--- src/rtl/rf_pkg.sv ---
// Shared constants and types for the parametrised register file with scoreboard.
// Optional same-cycle write-to-read bypass is enabled with the RF_BYPASS_EN macro.
package rf_pkg;

    localparam int RF_DATA_W = 32;
    localparam int RF_ADDR_W = 5;
    localparam int REG_ZERO  = 0;

    typedef enum logic {
        RF_IDLE  = 1'b0,
        RF_CLEAR = 1'b1
    } rf_state_t;

endpackage

--- src/rtl/rf_read_port.sv ---
// One combinational read port: data/busy select, hardwired-zero register 0,
// and (with RF_BYPASS_EN defined) forwarding of a same-cycle write.
module rf_read_port
    import rf_pkg::*;
#(
    parameter int DATA_W   = RF_DATA_W,
    parameter int ADDR_W   = RF_ADDR_W,
    parameter int ZERO_REG = 1
) (
`ifdef RF_BYPASS_EN
    input  logic              byp_we,
    input  logic [ADDR_W-1:0] byp_addr,
    input  logic [DATA_W-1:0] byp_data,
    input  logic              byp_rsv,
    input  logic [ADDR_W-1:0] byp_rsv_addr,
`endif
    input  logic [ADDR_W-1:0] rd_addr,
    input  logic [DATA_W-1:0] regs [2**ADDR_W],
    input  logic              busy [2**ADDR_W],
    output logic [DATA_W-1:0] rd_data,
    output logic              rd_busy
);

    logic is_zero;
    assign is_zero = (ZERO_REG != 0) && (rd_addr == ADDR_W'(REG_ZERO));

    always_comb begin
        rd_data = regs[rd_addr];
        rd_busy = busy[rd_addr];
`ifdef RF_BYPASS_EN
        // A reserve in the same cycle names a newer producer, so busy stays set.
        if (byp_we && (byp_addr == rd_addr)) begin
            rd_data = byp_data;
            rd_busy = byp_rsv && (byp_rsv_addr == rd_addr);
        end
`endif
        if (is_zero) begin
            rd_data = '0;
            rd_busy = 1'b0;
        end
    end

endmodule

--- src/rtl/rf_param_sb.sv ---
// Parametrised register file with per-register pending-write bits and a
// sequential clear sweep. Define RF_BYPASS_EN for same-cycle write forwarding.
module rf_param_sb
    import rf_pkg::*;
#(
    parameter int DATA_W   = RF_DATA_W,
    parameter int ADDR_W   = RF_ADDR_W,
    parameter int ZERO_REG = 1
) (
    input  logic              i_clk,
    input  logic              i_rst,
    input  logic [ADDR_W-1:0] i_Read_reg1,
    input  logic [ADDR_W-1:0] i_Read_reg2,
    output logic [DATA_W-1:0] o_Read_data1,
    output logic [DATA_W-1:0] o_Read_data2,
    output logic              o_Busy1,
    output logic              o_Busy2,
    input  logic              i_RegWrite,
    input  logic [ADDR_W-1:0] i_Write_reg,
    input  logic [DATA_W-1:0] i_Write_data,
    input  logic              i_Reserve,
    input  logic [ADDR_W-1:0] i_Reserve_reg,
    input  logic              i_clear,
    output logic              o_clr_busy
);

    localparam int                NREG     = 2**ADDR_W;
    localparam logic [ADDR_W-1:0] CNT_LAST = '1;

    rf_state_t         state_reg, state_next;
    logic [ADDR_W-1:0] cnt_reg, cnt_next;
    logic              clr_busy_reg;
    logic [DATA_W-1:0] regs_reg [NREG];
    logic              busy_reg [NREG];

    logic idle;
    logic sweeping;
    logic wr_en;
    logic rsv_en;

    assign idle     = (state_reg == RF_IDLE);
    assign sweeping = (state_reg == RF_CLEAR);
    // Register 0 drops writes and reserves when hardwired to zero.
    assign wr_en  = i_RegWrite && idle &&
                    !((ZERO_REG != 0) && (i_Write_reg == ADDR_W'(REG_ZERO)));
    assign rsv_en = i_Reserve && idle &&
                    !((ZERO_REG != 0) && (i_Reserve_reg == ADDR_W'(REG_ZERO)));

    always_ff @(posedge i_clk) begin
        if (i_rst) begin
            state_reg    <= RF_IDLE;
            cnt_reg      <= '0;
            clr_busy_reg <= 1'b0;
        end else begin
            state_reg    <= state_next;
            cnt_reg      <= cnt_next;
            clr_busy_reg <= (state_next == RF_CLEAR);
        end
    end

    always_comb begin
        state_next = state_reg;
        cnt_next   = cnt_reg;
        case (state_reg)
            RF_IDLE: begin
                cnt_next = '0;
                if (i_clear) begin
                    state_next = RF_CLEAR;
                end
            end
            RF_CLEAR: begin
                // Counter wraps naturally to 0 after the last register.
                cnt_next = cnt_reg + ADDR_W'(1);
                if (cnt_reg == CNT_LAST) begin
                    state_next = RF_IDLE;
                end
            end
            default: begin
                state_next = RF_IDLE;
                cnt_next   = '0;
            end
        endcase
    end

    assign o_clr_busy = clr_busy_reg;

    generate
        for (genvar gi = 0; gi < NREG; gi++) begin : g_reg
            logic hit_wr;
            logic hit_rsv;
            logic hit_clr;

            assign hit_wr  = wr_en  && (i_Write_reg   == ADDR_W'(gi));
            assign hit_rsv = rsv_en && (i_Reserve_reg == ADDR_W'(gi));
            assign hit_clr = sweeping && (cnt_reg == ADDR_W'(gi));

            always_ff @(posedge i_clk) begin
                if (i_rst || hit_clr) begin
                    regs_reg[gi] <= '0;
                end else if (hit_wr) begin
                    regs_reg[gi] <= i_Write_data;
                end
            end

            // Reserve beats write: the reserving instruction is the newer producer.
            always_ff @(posedge i_clk) begin
                if (i_rst || hit_clr) begin
                    busy_reg[gi] <= 1'b0;
                end else if (hit_rsv) begin
                    busy_reg[gi] <= 1'b1;
                end else if (hit_wr) begin
                    busy_reg[gi] <= 1'b0;
                end
            end
        end
    endgenerate

    rf_read_port #(
        .DATA_W   (DATA_W),
        .ADDR_W   (ADDR_W),
        .ZERO_REG (ZERO_REG)
    ) u_rd1 (
`ifdef RF_BYPASS_EN
        .byp_we       (wr_en),
        .byp_addr     (i_Write_reg),
        .byp_data     (i_Write_data),
        .byp_rsv      (rsv_en),
        .byp_rsv_addr (i_Reserve_reg),
`endif
        .rd_addr      (i_Read_reg1),
        .regs         (regs_reg),
        .busy         (busy_reg),
        .rd_data      (o_Read_data1),
        .rd_busy      (o_Busy1)
    );

    rf_read_port #(
        .DATA_W   (DATA_W),
        .ADDR_W   (ADDR_W),
        .ZERO_REG (ZERO_REG)
    ) u_rd2 (
`ifdef RF_BYPASS_EN
        .byp_we       (wr_en),
        .byp_addr     (i_Write_reg),
        .byp_data     (i_Write_data),
        .byp_rsv      (rsv_en),
        .byp_rsv_addr (i_Reserve_reg),
`endif
        .rd_addr      (i_Read_reg2),
        .regs         (regs_reg),
        .busy         (busy_reg),
        .rd_data      (o_Read_data2),
        .rd_busy      (o_Busy2)
    );

endmodule

--- config.mk ---
export PLATFORM = sky130hd
export DESIGN_NAME = rf_param_sb
export DESIGN_NICKNAME = d
export VERILOG_FILES = /design/src/rtl/rf_pkg.sv /design/src/rtl/rf_read_port.sv /design/src/rtl/rf_param_sb.sv
export SDC_FILE = /design/constraint.sdc
export NUM_CORES = 2
export LEC_CHECK = 0
export BUFFER_PORTS_ARGS = -buffer_cell sky130_fd_sc_hd__buf_2
export CORE_MARGIN = 5
export CORE_UTILIZATION = 30
export DETAILED_ROUTE_END_ITERATION = 6
export SLEW_MARGIN = 20
export SYNTH_ARGS = -nofsm -noshare
export SYNTH_HDL_FRONTEND = slang
export SYNTH_HIERARCHICAL = 1
export SYNTH_SLANG_ARGS = --single-unit
--- constraint.sdc ---
create_clock -name i_clk -period 2.6 [get_ports i_clk]
set_input_delay 0.13 -clock i_clk [delete_from_list [all_inputs] [get_ports i_clk]]
set_output_delay 0.13 -clock i_clk [all_outputs]
set_load 0.05 [all_outputs]
# --- After elaboration in Yosys (flattened, before gate mapping) ---
# Index checks and enable logic that the tools add are counted.
totals:
  wordCells: 420
  in_bits: 57
  out_inout_bits: 67
  ff_bits: 1062
classes:
  n_addsub: 1
  n_lt_le_gt_ge: 2
  mux: 84
  n_reduce_logical: 171
  bitwise: 3
  eq_ne: 93
ops:
  columns: ["op", "n"]
  rows:
  - ["binary-select mux 32 bit (select 5 bit)", 2]
  - ["equality test 5 bit (second input constant)", 48]
  - ["2-to-1 mux 32 bit", 6]
  - ["equality test 5 x 4 -> 1 bit (second input constant)", 24]
  - ["logical AND 1 bit", 100]
  - ["2-to-1 mux 1 bit", 72]
  - ["nonzero test 2 bit", 32]
  - ["equality test 5 x 3 -> 1 bit (second input constant)", 12]
  - ["logical OR 1 bit", 32]
  - ["equality test 5 x 2 -> 1 bit (second input constant)", 6]
  - ["zero test 5 bit", 5]
  - ["equality test 5 x 1 -> 1 bit (second input constant)", 3]
  - [">= comparator 6 bit (second input constant)", 2]
  - ["inverter 5 -> 6 bit", 2]
  - ["binary-select mux 1 bit (select 5 bit)", 2]
  - ["one-hot mux 5 bit (2 select lines)", 1]
  - ["adder 5 x 1 -> 5 bit (second input constant)", 1]
  - ["zero test 1 bit", 2]
  - ["one-hot mux 1 bit (2 select lines)", 1]
  - ["inverter 1 bit", 1]

# --- Longest topological paths before layout ---
depth:
  word_depth: 6
  depth_mapped: 8
  mapped_depth_nobuf: 6

# --- By module ---
# Netlist, hierarchy kept.
by_module_without_submodules:
  columns: ["mod", "seq_area_each_um2", "n_inst", "cells_per_inst", "area_per_inst_um2"]
  rows:
  - ["rf_param_sb", 21260.4, 1, 4947, 40785.4]
  - ["rf_read_port", 0.0, 2, 684, 8749.6]

# --- Worst setup path before layout ---
# No wires, ideal clock.
synth_timing:
  path_kind: "input -> output"
  from: "input port i_Read_reg1[1]"
  to: "output port o_Read_data1[0]"
  arrival_ns: 2.392
  setup_slack_ns: 0.078
  required_ns: 2.470
  path_stages: 7
  n_path_buf: 3
  cell_sequence: "buf_6 > nor2b_1 > clkbuf_1 > clkbuf_1 > a221oi_1 > o21ai_1 > a311oi_1"
synth_via:
  elab_chain_cells: 5
  word_cells_on_any_way: 6
  cone_classes: "mux: 4; bitwise: 1; reduce/logical: 1"
synth_lines:
  columns: ["item", "line", "rtl"]
  rows:
  - ["start: declaration", "rf_param_sb.sv:12", "input logic [ADDR_W-1:0] i_Read_reg1,"]
  - ["inverter 5 -> 6 bit (not written as such)", "rf_read_port.sv:28", "rd_data = regs[rd_addr];"]
  - ["binary-select mux 32 bit (select 5 bit)", "rf_read_port.sv:28", null]
  - ["2-to-1 mux 32 bit (not written as such) (2 in a row)", "rf_read_port.sv:28", null]
  - ["2-to-1 mux 32 bit (*)", "rf_read_port.sv:37", "if (is_zero) begin"]
  - ["end: declaration", "rf_param_sb.sv:14", "output logic [DATA_W-1:0] o_Read_data1,"]
# Every way passes the cells marked *; elsewhere a longest branch is shown, timed or not. The select of a mux whose other input is x is not followed.

# --- Worst setup path after layout ---
layout_timing:
  from: "register regs_reg[655] in the netlist's numbering"
  to: "output port o_Read_data2[15]"
layout_via:
  elab_chain_cells: 4
layout_lines:
  columns: ["item", "line", "rtl"]
  rows:
  - ["start: declaration", "rf_param_sb.sv:33", "logic [DATA_W-1:0] regs_reg [NREG];"]
  - ["start signal: indexed assignment", "rf_param_sb.sv:101", "regs_reg[gi] <= i_Write_data;"]
  - ["binary-select mux 32 bit (select 5 bit)", "rf_read_port.sv:28", null]
  - ["2-to-1 mux 32 bit (not written as such) (2 in a row)", "rf_read_port.sv:28", null]
  - ["2-to-1 mux 32 bit", "rf_read_port.sv:37", null]
  - ["end: declaration", "rf_param_sb.sv:15", "output logic [DATA_W-1:0] o_Read_data2,"]
# Every way passes these cells. The select of a mux whose other input is x is not followed.

==> impl_results.md <==
* Leakage at 22.1 nW
* Max cap viols at 0
* Routed WL per cell at 32.5 um
* Slew Limit Fails at 0
* Synth-to-Final Area Change at 20.7%
* Min-delay src: i_RegWrite
* FF-to-FF End: busy_reg[3]$_SDFFE_PP0P_
* Crit start category: register
* Mapped Cells at 6,315
* Vias in the first global route at 56,129
* Row cnt at 161
* Most frequent cells in the layout: dfxtp_1 (1,028), a21oi_1 (1,023), o21ai_0 (907)
* Hold Path Depth at 4
* RR Startpoint: o_clr_busy$_SDFF_PP0_
* Worst-path clk slew at 0.06 ns
* Post-synthesis sequential area ratio at 36.5%
* Final setup margin at -0.0530 ns
* # fillers at 18,899
* CP Data Arrival Time at 2.52 ns
* Net Count, Synth at 6,378
* Global-route wire length before repair at 402,000 um
* Final min period at 2.65 ns
* Starting Density at 30.2%
* Max FO, Critical Path at 3
* Hold crit path type: input pin to register
* Worst IR drop on VDD at 0.000545 V
* Ports at 124
* Initial antenna violation count at 21
* Final wirelength at 285,000 um
* Yosys cell types at 55
* Residual DRC at 0
* Top_reg_cell synth: dfxtp_1
* Max FFs per register at 1,024
* RSZ-0062 raised after global routing: yes
* Req. time, crit path at 2.47 ns
* CP delay by family, top: multiplexers
* R2R setup slack at 0.34 ns
* Worst slew pin tran at 0.923 ns
* Post-synth EDFFs at 0
* Core footprint at 193,000 um2
* CP cell instances: mux4_2, nor2b_1, a211oi_1, a311oi_2, buf_4, buf_12
* GRT Total Usage at 26.4%
* Max transition margin at 38.3%
* Pre-antenna DRT Iters at 7
* Crit. End Element: primary output
* Ys Warns at 6
* Setup TNS at -0.209 ns
* Cells on worst reg2reg path at 6
* Period utilisation layout at 102%
* Layout cell share with drive strength beyond 1 at 24.9%
* Violated checks: negative setup slack
* WHS Endpoint: regs_reg[873]$_SDFFE_PP0P_
* Fmax at 377 MHz
* DP HPWL at 169,000 um
* Pin count of the biggest net entering global routing at 138
* Asr flop ratio synth at 0%
* Via Count at 59,624
* Die H at 451 um
* CTS tree: yes
* #FFs+latches synth at 1,062
* CTS H-tree lvls at 3
* Leading cell type in the layout, fill and taps excluded: dfxtp_1
* Clock buffer depth at 3
* CP max stage cell: mux4_2
* Power density over cell area at 567 nW/um2
* Skew final at 0.0594 ns
* Outcome: finished with violations
* Final core utilization at 36.5%
* Grt ovf at 0
* Nets at 6,207
* Die area at 203,000 um2
* Critical path class: register to primary output
* Clk sinks at 1,062
* DR iter-0 viols at 10,740
* Post-Syn Area at 58,300 um2
* Number of port buffers at 123
* Setup violators final at 9
* ANT nets after route at 0
* Worst-Skew Late Latency at 0.80 ns
* Final Wtd Congestion at 0.946
* Via density at 6.79
* Die span in x at 451 um
* Worst path bufs/invs at 2
* Root buffer cell: clkbuf_16
* Syn_area_per_cell at 9.23 um2
* Final number of hold-violating endpoints at 0
* Final Power at 0.0399 W
* CTS Buf Count at 111
* CP max stage delay at 0.47 ns
[tightest hold or removal path: stages]
cell and delay, ns:
buf_2 0.12, or3b_4 0.33, o21ai_0 0.11, a21oi_1 0.13
[where the power goes]
part / leakage, nW / switching [W] / internal [W]
sequential: 8.57 / 0.0000725 / 0.0164
clock: 1.91 / 0.00749 / 0.00982
combinational: 11.6 / 0.00427 / 0.00190
[area by class of cell]
type | count | area (um2) | share of cell area [%]
clock inverters | 44 | 571 | 0.811
repair buffers | 590 | 7430 | 10.6
flip-flops and latches | 1062 | 21300 | 30.3
clock buffers | 161 | 3340 | 4.74
well taps | 2526 | 3160 | 4.49
diodes | 14 | 35.0 | 0.0498
multi-input cells | 4373 | 34500 | 49.0
inverters | 6 | 26.3 | 0.0373
[worst max path at each step]
stage | slack [ns] | start | end | cells past startpoint
floorplan | 0.08 | i_Read_reg1[1] | o_Read_data1[0] | 7
global placement | -0.07 | i_Read_reg2[2] | o_Read_data2[28] | 8
detailed placement | -0.04 | i_Read_reg2[2] | o_Read_data2[28] | 8
CTS | -0.13 | regs_reg[300]$_SDFFE_PP0P_ | o_Read_data2[12] | 6
global route | -0.12 | regs_reg[775]$_SDFFE_PP0P_ | o_Read_data2[7] | 5
finish | -0.05 | regs_reg[655]$_SDFFE_PP0P_ | o_Read_data2[15] | 6
[kinds of logic (layout without fill, tap and decap cells)]
| kind of cell | Yosys count | in the layout | share of synthesized area (%) |
|---|---|---|---|
| buf+inv | 880 | 801 | 7.64 |
| other cells | 0 | 14 | 0 |
| compound gates | 2456 | 2456 | 22.6 |
| mux | 660 | 660 | 21.6 |
| flops | 1062 | 1062 | 36.5 |
| simple gates | 1249 | 1249 | 11.5 |
| fa+ha+maj | 6 | 6 | 0.129 |
| xor+xnor | 2 | 2 | 0.0301 |
[layer usage]
layer	wire length [um]	vias up	global-route usage, %
li1	-	23662	-
met1	98400	29181	33.0
met2	120000	5461	38.6
met3	44400	1312	9.11
met4	21900	8	17.7
met5	48	-	0
[Yosys cell counts (66+ instances only)]
master	count	area, um2
a211oi_1	66	495
a21oi_1	1023	5120
a22oi_1	66	495
buf_2	186	931
buf_4	86	646
buf_6	70	788
clkbuf_1	514	1930
dfxtp_1	1062	21300
mux2_2	66	743
mux2i_1	132	1320
mux4_2	426	9590
nand3_1	899	4500
nand4_1	98	613
nor2b_1	70	438
o21ai_0	951	4760
o21ai_1	215	1080
[per-stage QoR]
step | instances | setup WS, ns | hold WS, ns | area, um2
global placement | 8526 | -0.0679 | 0.357 | 64700
global route | 8771 | -0.116 | 0.0682 | 70400
floorplan | 6315 | 0.0785 | 0.246 | 58300
finish | 8776 | -0.0530 | 0.0686 | 70400
CTS | 8772 | -0.133 | 0.00892 | 69600
detailed placement | 8526 | -0.0373 | 0.373 | 64700
[what timing repair did]
item,4_1_cts,5_1_grt
endpoints found under the hold margin,1019,0
hold buffers,45,0
gates resized for setup,143,188
pin swaps,20,52
setup endpoints to repair,59,61
setup buffers,0,0
Power figures use the tool's default switching activity.
